## config.mk

```make
export PLATFORM = sky130hd
export DESIGN_NAME = mc_control
export DESIGN_NICKNAME = d
export VERILOG_FILES = /design/src/rtl/mc_control.sv
export SDC_FILE = /design/constraint.sdc
export NUM_CORES = 1
export LEC_CHECK = 0
export BUFFER_PORTS_ARGS = -buffer_cell sky130_fd_sc_hd__buf_4
export CAP_MARGIN = 25
export CORE_UTILIZATION = 32
export DETAILED_ROUTE_END_ITERATION = 16
export PLACE_DENSITY = 0.66
export SETUP_SLACK_MARGIN = 0.05
export SYNTH_ARGS = -nofsm -noshare
export SYNTH_HDL_FRONTEND = slang
export SYNTH_SLANG_ARGS = --single-unit
```

## constraint.sdc

```tcl
create_clock -name clock -period 1.98 [get_ports clock]
set_input_delay 0.396 -clock clock [delete_from_list [all_inputs] [get_ports clock]]
set_output_delay 0.396 -clock clock [all_outputs]
set_load 0.02 [all_outputs]
```

## src/rtl/mc_control.sv

```systemverilog
`default_nettype none
// ============================================================================
// mc_control : multi-cycle control FSM for the MIPS-subset datapath
// Revision   : 1.0
// ============================================================================
module mc_control (
  input  logic       clock,
  input  logic       reset,
  input  logic [5:0] opcode,
  input  logic [5:0] funct,
  input  logic       zero,
  output logic       pc_write,
  output logic       pc_write_cond,
  output logic       iord,
  output logic       mem_read,
  output logic       mem_write,
  output logic       ir_write,
  output logic       mem_to_reg,
  output logic       reg_dst,
  output logic       reg_write,
  output logic       alu_src_a,
  output logic [1:0] alu_src_b,
  output logic [3:0] alu_op,
  output logic [1:0] pc_source,
  output logic       illegal,
  output logic [3:0] state
);

  localparam logic [3:0] S_IF   = 4'd0;
  localparam logic [3:0] S_ID   = 4'd1;
  localparam logic [3:0] S_MADR = 4'd2;
  localparam logic [3:0] S_MRD  = 4'd3;
  localparam logic [3:0] S_MWB  = 4'd4;
  localparam logic [3:0] S_MWR  = 4'd5;
  localparam logic [3:0] S_REX  = 4'd6;
  localparam logic [3:0] S_RWB  = 4'd7;
  localparam logic [3:0] S_BEQ  = 4'd8;
  localparam logic [3:0] S_JMP  = 4'd9;
  localparam logic [3:0] S_IEX  = 4'd10;
  localparam logic [3:0] S_IWB  = 4'd11;

  localparam logic [5:0] OP_RTYPE = 6'h00;
  localparam logic [5:0] OP_LW    = 6'h23;
  localparam logic [5:0] OP_SW    = 6'h2B;
  localparam logic [5:0] OP_BEQ   = 6'h04;
  localparam logic [5:0] OP_J     = 6'h02;
  localparam logic [5:0] OP_ADDI  = 6'h08;

  localparam logic [3:0] ALU_AND = 4'd0;
  localparam logic [3:0] ALU_OR  = 4'd1;
  localparam logic [3:0] ALU_ADD = 4'd2;
  localparam logic [3:0] ALU_SUB = 4'd6;
  localparam logic [3:0] ALU_SLT = 4'd7;
  localparam logic [3:0] ALU_NOR = 4'd12;

  logic [3:0] r_state;
  logic [3:0] w_next_state;
  logic [3:0] w_rtype_op;
  logic       w_funct_ok;
  logic       w_op_ok;
  logic       w_unused_zero;

  // The branch decision is the datapath's AND of pc_write_cond with zero.
  assign w_unused_zero = zero;
  assign state         = r_state;

  always_ff @(posedge clock) begin
    if (!reset) r_state <= S_IF;
    else        r_state <= w_next_state;
  end

  always_comb begin
    w_funct_ok = 1'b1;
    w_rtype_op = ALU_ADD;
    case (funct)
      6'h20:   w_rtype_op = ALU_ADD;
      6'h22:   w_rtype_op = ALU_SUB;
      6'h24:   w_rtype_op = ALU_AND;
      6'h25:   w_rtype_op = ALU_OR;
      6'h27:   w_rtype_op = ALU_NOR;
      6'h2A:   w_rtype_op = ALU_SLT;
      default: w_funct_ok = 1'b0;
    endcase
  end

  always_comb begin
    case (opcode)
      OP_RTYPE:                     w_op_ok = w_funct_ok;
      OP_LW, OP_SW, OP_BEQ, OP_J,
      OP_ADDI:                      w_op_ok = 1'b1;
      default:                      w_op_ok = 1'b0;
    endcase
  end

  always_comb begin
    w_next_state = S_IF;
    case (r_state)
      S_IF: w_next_state = S_ID;
      S_ID: begin
        if (w_op_ok) begin
          case (opcode)
            OP_RTYPE:     w_next_state = S_REX;
            OP_LW, OP_SW: w_next_state = S_MADR;
            OP_BEQ:       w_next_state = S_BEQ;
            OP_J:         w_next_state = S_JMP;
            default:      w_next_state = S_IEX;
          endcase
        end
      end
      S_MADR:  w_next_state = (opcode == OP_SW) ? S_MWR : S_MRD;
      S_MRD:   w_next_state = S_MWB;
      S_REX:   w_next_state = S_RWB;
      S_IEX:   w_next_state = S_IWB;
      default: w_next_state = S_IF;
    endcase
  end

  // Reset low masks every strobe so an aborted instruction cannot commit.
  always_comb begin
    pc_write      = 1'b0;
    pc_write_cond = 1'b0;
    iord          = 1'b0;
    mem_read      = 1'b0;
    mem_write     = 1'b0;
    ir_write      = 1'b0;
    mem_to_reg    = 1'b0;
    reg_dst       = 1'b0;
    reg_write     = 1'b0;
    alu_src_a     = 1'b0;
    alu_src_b     = 2'b00;
    alu_op        = ALU_ADD;
    pc_source     = 2'b00;
    illegal       = 1'b0;
    if (reset) begin
      case (r_state)
        S_IF: begin
          mem_read  = 1'b1;
          ir_write  = 1'b1;
          pc_write  = 1'b1;
          alu_src_b = 2'b01;
        end
        S_ID: begin
          alu_src_b = 2'b11;
          illegal   = ~w_op_ok;
        end
        S_MADR, S_IEX: begin
          alu_src_a = 1'b1;
          alu_src_b = 2'b10;
        end
        S_MRD: begin
          mem_read = 1'b1;
          iord     = 1'b1;
        end
        S_MWB: begin
          reg_write  = 1'b1;
          mem_to_reg = 1'b1;
        end
        S_MWR: begin
          mem_write = 1'b1;
          iord      = 1'b1;
        end
        S_REX: begin
          alu_src_a = 1'b1;
          alu_op    = w_rtype_op;
        end
        S_RWB: begin
          reg_write = 1'b1;
          reg_dst   = 1'b1;
          alu_op    = w_rtype_op;
        end
        S_IWB: reg_write = 1'b1;
        S_BEQ: begin
          alu_src_a     = 1'b1;
          alu_op        = ALU_SUB;
          pc_write_cond = 1'b1;
          pc_source     = 2'b01;
        end
        S_JMP: begin
          pc_write  = 1'b1;
          pc_source = 2'b10;
        end
        default: ;
      endcase
    end
  end

endmodule
`default_nettype wire

```

==> flow_summary.toml <==
[status]
status = "finished, violations left"
violations = "negative setup slack"

[drt]
wl_per_cell_um = 11.33
routed_via_density = 5.031
drc = 0
drt_pass1_iterations = 6
wirelength_um = 1824
ant_nets = 0
dr_total_vias = 810
first_iter_violations = 20

[timing]
finClkSkew_ns = 0.004676
rsz0062_at_grt = "true"
final-hold-violation-count = 0
fmax_ghz = 0.4595
timing.slew.headroom_pct = 79.62
period_needed_ns = 2.176
tightest_slew_ns = 0.3051
holdWs_ns = 0.5383
finalSetupViolCount = 1
report.final.slew_viol_count = 0
period_share_pct = 109.9
fin_ws_ns = -0.1965

[yosys]
synth_area_leaders = "dfxtp_1 (14%), nor2_1 (10%), nor3b_1 (6.5%)"
synth.top_cell.area_share_pct = 13.82
synth_area_um2 = 579.3
synth_seq_area_share_pct = 13.82
synthCells = 89
syn-num-nets = 104
avgSynthCellArea_um2 = 6.509
ys_types = 35
synthArstFlopShare_pct = 0
yosys_warnings = 0
synth-seq-cells = 4
synth_flop_cell = "dfxtp_1"
synth_edf_count = 0
yosysTopAreaCell = "dfxtp_1"

[layout]
layout_common_cells = "buf_4 (45), nor2_1 (14), nand2_1 (8), buf_6 (5)"
multi_input_area_um2 = 529.3
largest_reg_flops = 4
instances_no_fill = 161
n_fill_cell = 158
final_common_cell = "buf_4"
n_antenna_cell = 0
regArea_um2 = 90.09
drive_gt1_share_pct = 54.41
fin_area_um2 = 1075
final_nets = 153
syn_to_final_growth_pct = 85.53

[grt]
grt-ovfl-total = 0
grt_pass1_vias = 715
track_usage_pct = 20.02
antenna_found_initial = 0
grt_max_degree = 10
grt_pass1_wl_um = 2898

[critical_path]
startpoint_type = "input pin"
required_ns = 1.58
critPathCaptureType = "output port"
arrival_ns = 1.78
critPathMaxFanout = 2
worst-setup-path-type = "in -> out"

[clock_tree]
clkLatencyLatePin_ns = 0.24
postCtsHoldBufs = 0
numCtsBuffers = 3
cts.sinks = 4
clk_path_buf_depth = 2
h-tree-depth = 1
cts_tree = "done"
clockRootBuffer = "clkbuf_4"
post_cts_buffers = 0
clkTransAtPathRegs_ns = 0.04

[place]
place.gp.congestion = 0.8200
hpwlAfterDp_um = 1384
placed_area_um2 = 992.2
dp.cells = 158
port_buffers = 36

[pwr]
peakVddDrop_uv = 200.4
p_leak_nw = 0.4852
power.density_cell_area_nw_per_um2 = 336.4

[floorplan]
die_w_um = 44.55
die_height_um = 44.55
rows = 15
core_area_um2 = 1708
io_pins = 38
initial_utilization_pct = 33.92
die-area_um2 = 1984

[flow_run]
maxCapViolCount = 0

[worst_hold_path]
hp-class = "in -> reg"
[Yosys cell counts (3+ instances only)]
cell type  number
nor2_1         16
nand2_1         9
nor3_1          6
nor3b_1         5
dfxtp_1         4
a31oi_1         3
clkbuf_1        3
nand2b_1        3
nand3b_1        3
nand4_1         3
nor2b_1         3
[repair_timing]
action,4_1_cts,5_1_grt
resized for setup,8,11
pin swaps,1,0
endpoints found under the setup margin,4,9
[final timing paths]
check / startpoint / endpoint / slack, ns / cells after the start
setup / recovery: opcode[0] / illegal / -0.20 / 7
setup reg to reg: state[2]$_SDFF_PN0_ / state[3]$_SDFF_PN0_ / 0.46 / 5
hold reg to reg: state[2]$_SDFF_PN0_ / state[3]$_SDFF_PN0_ / 0.67 / 3
hold / removal: reset / state[0]$_SDFF_PN0_ / 0.54 / 3
[per-layer routing]
layer	GRT usage (%)	up-vias	wire (um)
met5	0	-	0
met3	4.898	4	66
met4	10.91	0	44
met1	23.72	371	761
met2	32.94	24	952
li1	-	411	-
[cell type report]
type / count / share of cell area (%)
Clock buffer: 3 / 2.095
Inverter: 2 / 0.6985
Multi-Input combinational cell: 77 / 49.24
Sequential cell: 4 / 8.382
Tap cell: 25 / 2.910
Timing Repair Buffer: 50 / 36.67
[metrics by stage]
| stage | setup WS (ns) | utilization [%] | setup TNS (ns) | power [W] |
|---|---|---|---|---|
| detailed placement | -0.2486 | 58.10 | -0.2486 | 0.0002474 |
| CTS | -0.2020 | 60.51 | -0.2020 | 0.0003561 |
| global route | -0.2230 | 62.93 | -0.2298 | 0.0003890 |
| finish | -0.1965 | 62.93 | -0.1965 | 0.0003616 |
| floorplan | 0.01364 | - | 0 | 0.0001711 |
| global placement | -0.2089 | 58.10 | -0.2089 | 0.0002452 |
[power by group]
group,internal (W),leakage [nW],switching (W)
Sequential,0.0000833,0.0349,0.00000911
Clock,0.0000680,0.0138,0.0000368
Combinational,0.0000860,0.437,0.0000783
[critical path, stage by stage]
cell     delay, ns
buf_6         0.09
or3_4         0.37
or2_1         0.23
or3_4         0.35
o21ai_4       0.17
nor2_4        0.04
buf_6         0.12
[cell families after synthesis]
family	Yosys count	share of synthesized area, %
multiplexers	1	1.944
AND/OR/NAND/NOR	58	55.08
buffers and inverters	8	6.047
XOR/XNOR	3	4.536
flip-flops	4	13.82
AO/OA/AOI/OAI	15	18.58
No activity file was read; power rests on OpenSTA's default activity.
